File: config.mk
export PLATFORM = sky130hd
export DESIGN_NAME = if_fetch_buffer
export DESIGN_NICKNAME = d
export VERILOG_FILES = /design/src/rtl/if_fetch_buffer_pkg.sv /design/src/rtl/if_fetch_buffer_hw_fifo.sv /design/src/rtl/if_fetch_buffer.sv
export SDC_FILE = /design/constraint.sdc
export NUM_CORES = 1
export LEC_CHECK = 0
export BUFFER_PORTS_ARGS = -buffer_cell sky130_fd_sc_hd__buf_4
export CAP_MARGIN = 10
export CORE_ASPECT_RATIO = 1.4
export CORE_MARGIN = 2
export CORE_UTILIZATION = 45
export DETAILED_ROUTE_END_ITERATION = 10
export MAX_ROUTING_LAYER = met4
export PLACE_DENSITY_LB_ADDON = 0.08
export SLEW_MARGIN = 10
export SYNTH_ARGS = -nofsm -noshare
export SYNTH_HDL_FRONTEND = slang
export SYNTH_SLANG_ARGS = --single-unit
File: constraint.sdc
create_clock -name clk -period 4.2 [get_ports clk]
set_input_delay 0.84 -clock clk [delete_from_list [all_inputs] [get_ports clk]]
set_output_delay 0.84 -clock clk [all_outputs]
set_load 0.02 [all_outputs]
File: src/rtl/if_fetch_buffer_pkg.sv
// if_fetch_buffer_pkg: shared constants and helpers for the instruction-fetch buffer
package if_fetch_buffer_pkg;

    // Fetch address used when the core comes out of reset
    localparam logic [31:0] RESET_PC_DEF = 32'h0;

    // Low two bits of a halfword that mark the start of a 32-bit instruction
    localparam logic [1:0] FULL_OPC = 2'b11;

    function automatic logic is_full(input logic [15:0] hw);
        return hw[1:0] == FULL_OPC;
    endfunction

endpackage

File: src/rtl/if_fetch_buffer_hw_fifo.sv
// if_fetch_buffer_hw_fifo: halfword FIFO with 0/1/2-entry push and pop plus synchronous clear
// Ports:
//   clk, resetn         clock, asynchronous active-low reset
//   i_clear             empty the FIFO (wins over push and pop)
//   i_push_n            number of halfwords to write (0..2); i_push_data[15:0] is written first
//   i_pop_n             number of halfwords to drop from the head (0..2)
//   o_count             occupancy in halfwords (0..DEPTH)
//   o_head0, o_head1    oldest and second-oldest halfword (content undefined past o_count)
module if_fetch_buffer_hw_fifo #(
    parameter  int DEPTH = 8,
    localparam int AW    = $clog2(DEPTH),
    localparam int CW    = AW + 1
) (
    input  logic          clk,
    input  logic          resetn,
    input  logic          i_clear,
    input  logic [1:0]    i_push_n,
    input  logic [31:0]   i_push_data,
    input  logic [1:0]    i_pop_n,
    output logic [CW-1:0] o_count,
    output logic [15:0]   o_head0,
    output logic [15:0]   o_head1
);

    logic [15:0]   r_mem [DEPTH];
    logic [AW-1:0] r_rd;
    logic [AW-1:0] r_wr;
    logic [CW-1:0] r_count;

    // Pointers are AW bits wide, so the power-of-two depth makes them wrap for free
    always_ff @(posedge clk or negedge resetn) begin
        if (!resetn) begin
            r_rd    <= '0;
            r_wr    <= '0;
            r_count <= '0;
        end else if (i_clear) begin
            r_rd    <= '0;
            r_wr    <= '0;
            r_count <= '0;
        end else begin
            r_rd    <= r_rd + AW'(i_pop_n);
            r_wr    <= r_wr + AW'(i_push_n);
            r_count <= r_count + CW'(i_push_n) - CW'(i_pop_n);
        end
    end

    always_ff @(posedge clk) begin
        if (!i_clear && i_push_n != 2'd0)
            r_mem[r_wr] <= i_push_data[15:0];
        if (!i_clear && i_push_n == 2'd2)
            r_mem[r_wr + AW'(1)] <= i_push_data[31:16];
    end

    assign o_count = r_count;
    assign o_head0 = r_mem[r_rd];
    assign o_head1 = r_mem[r_rd + AW'(1)];

endmodule

File: src/rtl/if_fetch_buffer.sv
// if_fetch_buffer: instruction-fetch stage feeding decode from a halfword FIFO of fetched words
// Ports:
//   clk, resetn                      clock, asynchronous active-low reset
//   imem_req_o / imem_addr_o         word request valid and word-aligned address
//   imem_ready_i                     request accepted when imem_req_o & imem_ready_i
//   imem_rvalid_i / imem_rdata_i     in-order response, halfword 0 in [15:0]
//   enable_i                         decode may consume this cycle
//   is_compressed_d_i                head instruction is 16-bit (pop 1) else pop 2
//   taken_d_i / redirection_d_i      redirect request and halfword-aligned target
//   instruction_f_o                  {hw1, hw0} of the head, zero when not valid
//   instr_valid_f_o                  head holds a complete instruction
module if_fetch_buffer
    import if_fetch_buffer_pkg::*;
#(
    parameter int          DEPTH_HW = 8,
    parameter logic [31:0] RESET_PC = RESET_PC_DEF
) (
    input  logic        clk,
    input  logic        resetn,
    output logic        imem_req_o,
    output logic [31:0] imem_addr_o,
    input  logic        imem_ready_i,
    input  logic        imem_rvalid_i,
    input  logic [31:0] imem_rdata_i,
    input  logic        enable_i,
    input  logic        is_compressed_d_i,
    input  logic        taken_d_i,
    input  logic [31:0] redirection_d_i,
    output logic [31:0] instruction_f_o,
    output logic        instr_valid_f_o
);

    localparam int CW = $clog2(DEPTH_HW) + 1;

    logic [31:0]   r_fetch_pc;
    logic          r_skip_hw;
    logic          r_run;
    logic [1:0]    r_outst;
    logic [1:0]    r_drop;

    logic [CW-1:0] w_count;
    logic [15:0]   w_head0;
    logic [15:0]   w_head1;
    logic [1:0]    w_live;
    logic [1:0]    w_push_n;
    logic [1:0]    w_pop_n;
    logic [CW+1:0] w_need;
    logic          w_accept;
    logic          w_push;
    logic          w_many;
    logic          w_consume;

    // Live requests will each land two halfwords, so their space is reserved up front
    assign w_live      = r_outst - r_drop;
    assign w_need      = (CW+2)'(w_count) + (CW+2)'({w_live, 1'b0}) + (CW+2)'(2);
    // r_run holds requests off until the first edge after reset release
    assign imem_req_o  = r_run & ~taken_d_i & (w_live < 2'd2) & (w_need <= (CW+2)'(DEPTH_HW));
    assign imem_addr_o = r_fetch_pc;
    assign w_accept    = imem_req_o & imem_ready_i;

    assign w_push      = imem_rvalid_i & ~taken_d_i & (r_drop == 2'd0);
    assign w_push_n    = w_push ? (r_skip_hw ? 2'd1 : 2'd2) : 2'd0;

    assign w_many          = w_count >= CW'(2);
    assign instr_valid_f_o = w_many | ((w_count == CW'(1)) & ~is_full(w_head0));
    assign instruction_f_o = instr_valid_f_o ? {w_many ? w_head1 : 16'h0, w_head0} : 32'h0;

    assign w_consume = enable_i & instr_valid_f_o & ~taken_d_i;
    assign w_pop_n   = w_consume ? (is_compressed_d_i ? 2'd1 : 2'd2) : 2'd0;

    always_ff @(posedge clk or negedge resetn) begin
        if (!resetn) begin
            r_fetch_pc <= RESET_PC;
            r_skip_hw  <= 1'b0;
            r_run      <= 1'b0;
            r_outst    <= 2'd0;
            r_drop     <= 2'd0;
        end else begin
            r_run <= 1'b1;
            if (taken_d_i) begin
                // Everything still in flight belongs to the old path; a response landing now is already gone
                r_fetch_pc <= {redirection_d_i[31:2], 2'b00};
                r_skip_hw  <= redirection_d_i[1];
                r_outst    <= r_outst - {1'b0, imem_rvalid_i};
                r_drop     <= r_outst - {1'b0, imem_rvalid_i};
            end else begin
                if (w_accept)
                    r_fetch_pc <= r_fetch_pc + 32'd4;
                if (w_push)
                    r_skip_hw <= 1'b0;
                r_outst <= r_outst + {1'b0, w_accept} - {1'b0, imem_rvalid_i};
                if (imem_rvalid_i && r_drop != 2'd0)
                    r_drop <= r_drop - 2'd1;
            end
        end
    end

    if_fetch_buffer_hw_fifo #(.DEPTH(DEPTH_HW)) u_fifo (
        .clk         (clk),
        .resetn      (resetn),
        .i_clear     (taken_d_i),
        .i_push_n    (w_push_n),
        .i_push_data (r_skip_hw ? {16'h0, imem_rdata_i[31:16]} : imem_rdata_i),
        .i_pop_n     (w_pop_n),
        .o_count     (w_count),
        .o_head0     (w_head0),
        .o_head1     (w_head1)
    );

endmodule

Yosys cells after proc, flatten, opt, wreduce, memory -nomap -nowiden --
Memories as Yosys holds them, arrays and structs flattened. Index checks and enable logic that the tools add are counted.
Operators by class: equal/unequal tests 3, reductions and logical operators 10, add/sub/neg operators 14, magnitude comparators 3, bitwise logic cells 12, multiplexer cells 21
Operators by type and width (count):
- 2-to-1 mux 32 bit | 4
- adder 32 x 3 -> 32 bit (second input constant) | 1
- 2-to-1 mux 16 bit | 1
- 2-to-1 mux 2 bit | 7
- nonzero test 2 bit | 5
- AND 1 bit | 9
- adder 3 x 1 -> 3 bit (second input constant) | 2
- adder 3 x 2 -> 3 bit | 2
- adder 5 x 2 -> 6 bit (second input constant) | 1
- less-or-equal comparator 6 x 4 -> 1 bit (second input constant) | 1
- 2-to-1 mux 1 bit | 6
- 2-to-1 mux 3 bit | 2
- adder 4 x 3 -> 5 bit | 1
- adder 4 x 2 -> 4 bit | 1
- equality test 2 bit (second input constant) | 2
- equality test 4 x 1 -> 1 bit (second input constant) | 1
- >= comparator 4 x 2 -> 1 bit (second input constant) | 1
- 2-to-1 mux 4 bit | 1
- subtractor 2 x 1 -> 2 bit | 2
- subtractor 4 x 2 -> 4 bit | 1
- logical AND 1 bit | 3
- adder 2 x 1 -> 2 bit | 1
- zero test 2 bit | 1
- less-than comparator 2 bit (second input constant) | 1
- other kinds (5) | 6
Storage, ports and cells: register bits 48, RAM bits 128, output and inout port bits 66, logic and storage cells 72, input port bits 71, memories 1
Memories:
- u_fifo.r_mem | depth 8, bits a word 16, rd ports 2, clocked after Yosys merged registers in 0, write ports 2, line if_fetch_buffer_hw_fifo.sv:25 | logic [15:0] r_mem [DEPTH];

Logic depth before layout (Yosys ltp) --
Gate-level depths: netlist (run 1). An unclocked memory read counts as a cell.
depth in word-level cells 10, depth in mapped cells 18, depth with buffers taken out 17

Hierarchy --
Synthesis (run 1) repeated with hierarchy kept, for this count alone.
Second synthesis, totals: cell total of the unflattened synthesis 792, area, all modules 10968.0 sq um
Modules (own cells, without submodules):
- if_fetch_buffer_hw_fifo | area each 8074.0 sq um, cells an instance 464, instances 1, seq. area each 4093.9 sq um
- if_fetch_buffer | area each 2894.0 sq um, cells an instance 328, instances 1, seq. area each 900.9 sq um

Worst setup path after synthesis (run 1) --
Ideal clock, no wire load.
path type register -> output, start point register r_outst[0], end point output port imem_req_o, path slack 0.508 ns, stages on the path, launching flop included 12, arrival time 2.852 ns, data required time 3.360 ns, path buffers 1, cells stage by stage dfrtp_1 > inv_1 > ha_1 > xnor3_2 > inv_1 > ha_1 > ha_1 > fa_1 > inv_1 > o21ai_2 > buf_2 > nor4b_1
Between the ends: longest elaborated chain between the ends 5, elaborated cells on any way between the ends 7, those cells by class 3 x add/sub; 2 x order compare; 2 x bitwise
RTL lines:
- start: declaration | line if_fetch_buffer.sv:38 | logic [1:0] r_outst;
- start signal: assignment | line if_fetch_buffer.sv:84 | r_outst <= r_outst - {1'b0, imem_rvalid_i};
- start signal: assignment | line if_fetch_buffer.sv:91 | r_outst <= r_outst + {1'b0, w_accept} - {1'b0, imem_rvalid_i};
- subtractor 2 bit * | line if_fetch_buffer.sv:54 | assign w_live = r_outst - r_drop;
- adder 4 x 3 -> 5 bit | line if_fetch_buffer.sv:55 | assign w_need = (CW+2)'(w_count) + (CW+2)'({w_live, 1'b0}) + (CW+2)'(2);
- adder 5 x 2 -> 6 bit | line if_fetch_buffer.sv:55
- less-or-equal comparator 6 x 4 -> 1 bit | line if_fetch_buffer.sv:57 | assign imem_req_o = r_run & ~taken_d_i & (w_live < 2'd2) & (w_need <= (CW+2)'(DEPTH_HW));
- AND 1 bit * | line if_fetch_buffer.sv:57
- end: declaration | line if_fetch_buffer.sv:20 | output logic imem_req_o,
Mark *: on every way between the ends. The rest lies on a longest branch, timed or not.

Final worst setup path (run 1) --
Ends and elaborated chain as after synthesis.

==> impl_results.md, run 1 <==
* Commonest non-fill, non-tap cells in the layout: 163 x buf_4, 128 x edfxtp_1, 116 x mux2_2, 80 x nand2_1, 64 x mux4_2
* Yosys Warn Count at 0
* Critical Path RT at 3.36 ns
* Pint at ~0.0041 W
* CP Max Fanout at 3
* Status: finished clean
* Final hold vios at 0
* Post-CTS Hold Buffers at 0
* Setup TNS at 0 ns
* Synth cell types at 65
* Largest net degree at the start of global routing at 49
* Post-CTS setup buffer count at 0
* DRT Wirelength at approximately 29 mm
* Residual DRC at 0
* Max VDD drop at 0.0003437 V
* Share of the yosys chip area belonging to registers at a little under half
* Post-Synth Adder-Cell Area at just over 3%
* Clock-pin slew on the worst setup and hold paths at around 0.070 ns
* Comb pwr share at 39.7%
* # resized after CTS at 0
* Clock share of power at 26.3%
* RSZ-0062 raised after global routing: no
* PwrDens at just under 500 nW/um2
* Core Rows at 66
* Net Switching at about 0.0022 W
* Post-DP HPWL at between 15 and 20 mm
* Static Leak at 4.673 nW
* Die Span X at about 130 um
* Routed vias/inst at between 5 and 6
* Initial antenna violation count at 1
* Routed Antenna Nets at 0
* CTS tree: done
* Period utilization at 92.21%
* Nets at around 1000
* Clock sink total at 174
* Max cap viols at 0
* Top Layer Used: met4
* Vias in the first global route at a little under 8000
* Drt first pass iters at 7
* Hold WC Path Type: in -> async
* Die area at around 25000 um2
* WL met1 at between 10 and 15 mm
* Synthesized cell area at 10680 um2
* Remaining Overflow, GRT at 0
* Synth Area in XOR/XNOR at between 2 and 2.5%
* Worst Skew at 0.007143 ns
* Clock Latency Late Sink at approximately 0.44 ns
* Worst Tran Pin Value at 0.7890 ns
* Arr. time, crit path at roughly 3.0 ns
* Share of layout cells above drive strength 1 at 43.37%
* Synth Area per Inst at ~13 um2
* Wire length on met3 at about 1.3 mm
* GP Congestion at 0.8657
* Crit end category: output pin
* Syn Inst Count at between 800 and 900
* WL met2 at ~15 mm
* Aggregate global-route resource usage at between 20% and 30%
* CTS Buf Count at 17
* Fmax at approximately 0.26 GHz
* FILL cells at 2002
* Top_reg_cell synth: edfxtp_1
* Fraction of registers with async set or reset after synthesis at 26.44%
* H-tree depth at 4
* Post-synthesis mux area share at just under 30%
* Yosys reg bits at between 150 and 200
* Startpoint class of the critical path: flop
* Clk buf depth at 2
* Die Height at between 150 and 200 um
* Net Sw Frac at a little over a third
* Drt wl/cell at 22.69 um
* Simple-Gate Fraction of Synth Area at under 10%
* Worst slew margin at between 40% and 50%
* Seq pwr share at 34.0%
* IO Count at roughly 140
* Effective utilization at floorplan at a little under half
* Port bufs at roughly 130
* Power Total at between 0.006 and 0.007 W
* WS Path Type: reg -> out
* First-pass GRT wire length at approximately 45 mm
* CORE AREA at about 23000 um2
* Compound-cell area share of the yosys netlist at around 5.5%
* Final setup fails at 0
* Minimum clock period at around 3.9 ns
* Via Count at 7438
* Area grow syn2layout at 18.72%
* Initial DRC count at roughly 460
* Root Driver: clkbuf_16
* Hold WS at just over 0.4 ns
* Number of enable flip-flop cells after synthesis at 128
* Most common cell after layout, fill and taps aside: buf_4
* Main combinational cell family by area after synthesis: multiplexers
* Pins Over Slew Limit at 0
[synthesized netlist by cell type (all sizes together) (20+ instances only)]
master  count  area share, %
nor2       31            1.1
nand2      81            2.9
mux2i      20            1.9
mux2      130             14
inv        28           0.98
mux4       64             13
edfxtp    128             36
dfrtp      46             11
nand3      20           0.94
o21ai      26            1.3
buf        39            2.2
a21oi      25            1.2
[worst max-delay path, cell delays in order (launching register included)]
cell,delay (ns)
dfrtp_1,0.39
inv_1,0.09
ha_1,0.17
xnor3_2,0.29
inv_1,0.07
ha_1,0.23
ha_1,0.22
fa_1,0.43
inv_1,0.10
o21ai_2,0.09
nor4b_1,0.32
buf_4,0.21
[area by class of cell]
cell class / instances / area, um2 / area share, %
clock buffer: 18 / 429.2 / 3.385
timing repair buffer: 165 / 1264 / 9.967
tap: 306 / 382.9 / 3.020
antenna: 1 / 2.502 / 0.01974
sequential: 174 / 5000 / 39.44
clock inverter: 13 / 172.7 / 1.362
multi-input combinational: 551 / 5319 / 41.95
inverter: 29 / 108.9 / 0.8586
[stage by stage]
step,utilization [%],area (um2),instances,setup WS [ns]
2_1_floorplan,-,10680,805,0.5081
3_3_place_gp,51.85,12070,1225,0.6747
3_5_place_dp,51.85,12070,1225,0.6233
4_1_cts,54.43,12680,1256,0.2952
5_1_grt,54.44,12680,1257,0.1593
6_report,54.44,12680,1257,0.3271
[flip-flops by register name, indices dropped and copies added (netlist names)]
| name | cells |
|---|---|
| r_run | 1 |
| u_fifo.r_mem | 128 |
| u_fifo.o_count | 4 |
| imem_addr_o | 30 |
| r_skip_hw | 1 |
| u_fifo.r_wr | 3 |
| u_fifo.r_rd | 3 |
| r_outst | 2 |
| r_drop | 2 |
[cells by family (layout without fill, tap and decap cells)]
family,Yosys count,after routing
compound gates,87,87
xor+xnor,23,23
fa+ha+maj,23,23
buf+inv,80,225
flops,174,174
mux,214,214
other cells,2,4
simple gates,201,201
[power groups by stage]
stage | clock network [W] | registers, W | logic, W
global route | 0.00174 | 0.00216 | 0.00270
CTS | 0.00168 | 0.00214 | 0.00253
finish | 0.00165 | 0.00214 | 0.00250
global placement | 0 | 0.00217 | 0.00248
detailed placement | 0 | 0.00217 | 0.00252
floorplan | 0 | 0.00218 | 0.00159
[path summary, 6_finish.rpt]
path / from / end / slack, ns / cells after the start
worst max-delay path: r_outst[0]$_DFF_PN0_ / imem_req_o / 0.33 / 11
worst min-delay path: resetn / u_fifo.r_rd[0]$_DFF_PN0_ / 0.41 / 1
worst max register to register: r_outst[0]$_DFF_PN0_ / r_outst[1]$_DFF_PN0_ / 0.64 / 18
worst min register to register: r_outst[1]$_DFF_PN0_ / r_outst[1]$_DFF_PN0_ / 0.52 / 1
max in group asynchronous: resetn / u_fifo.r_rd[0]$_DFF_PN0_ / 3.33 / 1
min in group clk: r_outst[1]$_DFF_PN0_ / r_outst[1]$_DFF_PN0_ / 0.52 / 1
[layer usage]
metal / up-vias / track usage [%]
met5: - / -
met4: 0 / 9.432
met3: 55 / 3.957
met2: 237 / 42.51
met1: 3799 / 28.72
li1: 3347 / -
(Power assumes the default switching activity.)
==> run 2, diff against run 1 <==
--- a/config.mk
+++ b/config.mk
@@ -9,7 +9,7 @@
 export CAP_MARGIN = 10
 export CORE_ASPECT_RATIO = 1.4
 export CORE_MARGIN = 2
-export CORE_UTILIZATION = 45
+export CORE_UTILIZATION = 40
 export DETAILED_ROUTE_END_ITERATION = 10
 export MAX_ROUTING_LAYER = met4
 export PLACE_DENSITY_LB_ADDON = 0.08
==> run 2 against run 1 <==
  * Design area shrank 0.30%
  * Flip-flop and latch count stayed put
  * Die area is 12% higher
  * Sequential power is essentially flat
  * Routed wire length increased by 5.7%
  * Largest cell class unchanged
==> impl_results.md, run 2 (same netlist as run 1, synthesis figures left out) <==
* Commonest non-fill, non-tap cells in the layout: 164 x buf_4, 128 x edfxtp_1, 116 x mux2_2, 80 x nand2_1, 64 x mux4_2
* Nets at 1032 (unchanged)
* Die Height at 197.3 um (+5.9%)
* Minimum clock period at 3.863 ns (-0.01025 ns)
* Net Switching at 0.002272 W (+2.8%)
* CTS Buf Count at 17 (unchanged)
* Effective utilization at floorplan at 40.78% (-5.1 points)
* Routed Antenna Nets at 0 (unchanged)
* Final setup fails at 0 (unchanged)
* Root Driver: clkbuf_16
* PwrDens at 490.3 nW/um2 (-1.2%)
* WS Path Type: reg -> out
* Via Count at 7461 (+0.31%)
* GP Congestion at 0.8227 (-5.0%)
* Hold WS at 0.4131 ns (-0.0005710 ns)
* Clock sink total at 174 (unchanged)
* H-tree depth at 4 (unchanged)
* Max VDD drop at 0.0003208 V (-6.7%)
* Worst slew margin at 45.80% (-1.6 points)
* Die area at 28040 um2 (+12%)
* Max incr delay on CP at 0.42 ns (about the same)
* CTS tree: done
* Post-CTS Hold Buffers at 0 (unchanged)
* Pint at 0.003926 W (-3.8%)
* DRT Wirelength at 30.14 mm (+5.7%)
* Initial antenna violation count at 0 (-1)
* Top Layer Used: met4
* Vias in the first global route at 8097 (+2.5%)
* Drt wl/cell at 23.62 um (+4.1%)
* Dpl cell area at 12080 um2 (about the same)
* Most common cell after layout, fill and taps aside: buf_4
* Static Leak at 4.653 nW (-0.44%)
* Largest register FFs at 128 (unchanged)
* Drt first pass iters at 7 (unchanged)
* Worst Skew at 0.01091 ns (+0.003771 ns)
* Setup TNS at 0 ns (unchanged)
* Comb pwr share at 40.5% (+0.8 points)
* RSZ-0062 raised after global routing: no
* Post-CTS setup buffer count at 0 (unchanged)
* Die Span X at 142.1 um (+5.9%)
* Clock-pin slew on the worst setup and hold paths at 0.07 ns (about the same)
* Period utilization at 91.97% (-0.24 points)
* Fmax at 0.2589 GHz (+0.27%)
* Clock Latency Late Sink at 0.45 ns (about the same)
* Clk buf depth at 2 (unchanged)
* IO Count at 137 (unchanged)
* Status: finished clean
* Finished Cell Area at 12640 um2 (-0.30%)
* First-pass GRT wire length at 46.81 mm (+5.1%)
* CP Max Fanout at 3 (unchanged)
* Hold WC Path Type: in -> async
* FILL cells at 2342 (+17%)
* FF/Latch Area at 4999 um2 (about the same)
* Clock share of power at 24.9% (-1.4 points)
* Routed vias/inst at 5.847 (-1.2%)
* Area of the multi-input gates at 5313 um2 (-0.12%)
* Post-DP HPWL at 19.51 mm (+4.1%)
* Final hold vios at 0 (unchanged)
* Worst Tran Pin Value at 0.8129 ns (+0.02390 ns)
* Initial DRC count at 387 (-16%)
* Aggregate global-route resource usage at 23.13% (-1.4 points)
* Most flop-heavy register: u_fifo.r_mem
* Share of layout cells above drive strength 1 at 43.22% (-0.15 points)
* Port bufs at 133 (unchanged)
* Seq pwr share at 34.6% (+0.6 points)
* Max cap viols at 0 (unchanged)
* Residual DRC at 0 (unchanged)
* CORE AREA at 26190 um2 (+12%)
* Wire length on met3 at 1.481 mm (+12%)
* Pins Over Slew Limit at 0 (unchanged)
* Remaining Overflow, GRT at 0 (unchanged)
* WL met1 at 11.72 mm (+2.2%)
* Critical-path cell with the highest stage delay: fa_1
* Core Rows at 70 (+6.1%)
* Area grow syn2layout at 18.37%
* WL met2 at 16.31 mm (+9.1%)
* Critical Path RT at 3.36 ns (about the same)
* Largest net degree at the start of global routing at 50 (+2.0%)
* Startpoint class of the critical path: flop
* Arr. time, crit path at 3.02 ns (about the same)
* Net Sw Frac at 36.65% (+1.5 points)
* Final Util at 48.27% (-6.2 points)
* Crit path cell chain: inv_1, ha_1, xnor3_2, inv_1, ha_1, ha_1, fa_1, inv_1, o21ai_2, nor4b_1, buf_4
* Crit end category: output pin
* # resized after CTS at 0 (unchanged)
==> run 2: final cells by class <==
cell class	instances	area share, %
diodes	1	0.01980
clock inverters	12	0.9106
multi-input cells	551	42.03
repair buffers	165	9.898
flip-flops and latches	174	39.54
well taps	324	3.207
clock buffers	20	3.534
inverters	29	0.8611
==> run 2: final timing paths <==
kind / from / end / slack [ns] / cells past startpoint
setup / recovery: r_outst[0]$_DFF_PN0_ / imem_req_o / 0.34 / 11
hold / removal: resetn / u_fifo.r_rd[1]$_DFF_PN0_ / 0.41 / 1
setup reg to reg: r_outst[0]$_DFF_PN0_ / r_outst[1]$_DFF_PN0_ / 0.69 / 17
hold reg to reg: r_outst[1]$_DFF_PN0_ / r_outst[1]$_DFF_PN0_ / 0.52 / 1
max in group asynchronous: resetn / u_fifo.r_rd[0]$_DFF_PN0_ / 3.33 / 1
min in group clk: r_outst[1]$_DFF_PN0_ / r_outst[1]$_DFF_PN0_ / 0.52 / 1
==> run 2: per-stage QoR <==
step                      worst slack (ns)  instances  total power, W
after floorplan                     0.5081        805        0.003767
after global placement              0.7782       1243        0.004653
after detailed placement            0.6828       1243        0.004704
after CTS                           0.3055       1275        0.006260
after global routing                0.1327       1275        0.006555
final                               0.3374       1276        0.006198
==> run 2: per-layer routing <==
layer	vias to the layer above	track usage (%)
met4	0	7.296
met1	3840	26.76
met2	229	40.56
li1	3351	-
met5	-	-
met3	41	4.364
==> run 2: power by group through the flow <==
stage	registers [W]	logic (W)	clock network (W)
3_5_place_dp	0.00218	0.00253	0
5_1_grt	0.00216	0.00274	0.00165
4_1_cts	0.00214	0.00254	0.00157
3_3_place_gp	0.00217	0.00249	0
6_report	0.00215	0.00251	0.00154
2_1_floorplan	0.00218	0.00159	0
==> run 2: worst max-delay path: cells and delay by family, from the launching register on <==
| kind | cells | cell delay (ns) |
|---|---|---|
| and+or+nand+nor | 1 | 0.31 |
| DFF | 1 | 0.39 |
| adders and majority gates | 4 | 1.02 |
| xor gates and xnor gates | 1 | 0.29 |
| AOI/OAI and AO/OA | 1 | 0.09 |
| buffers and inverters | 4 | 0.49 |
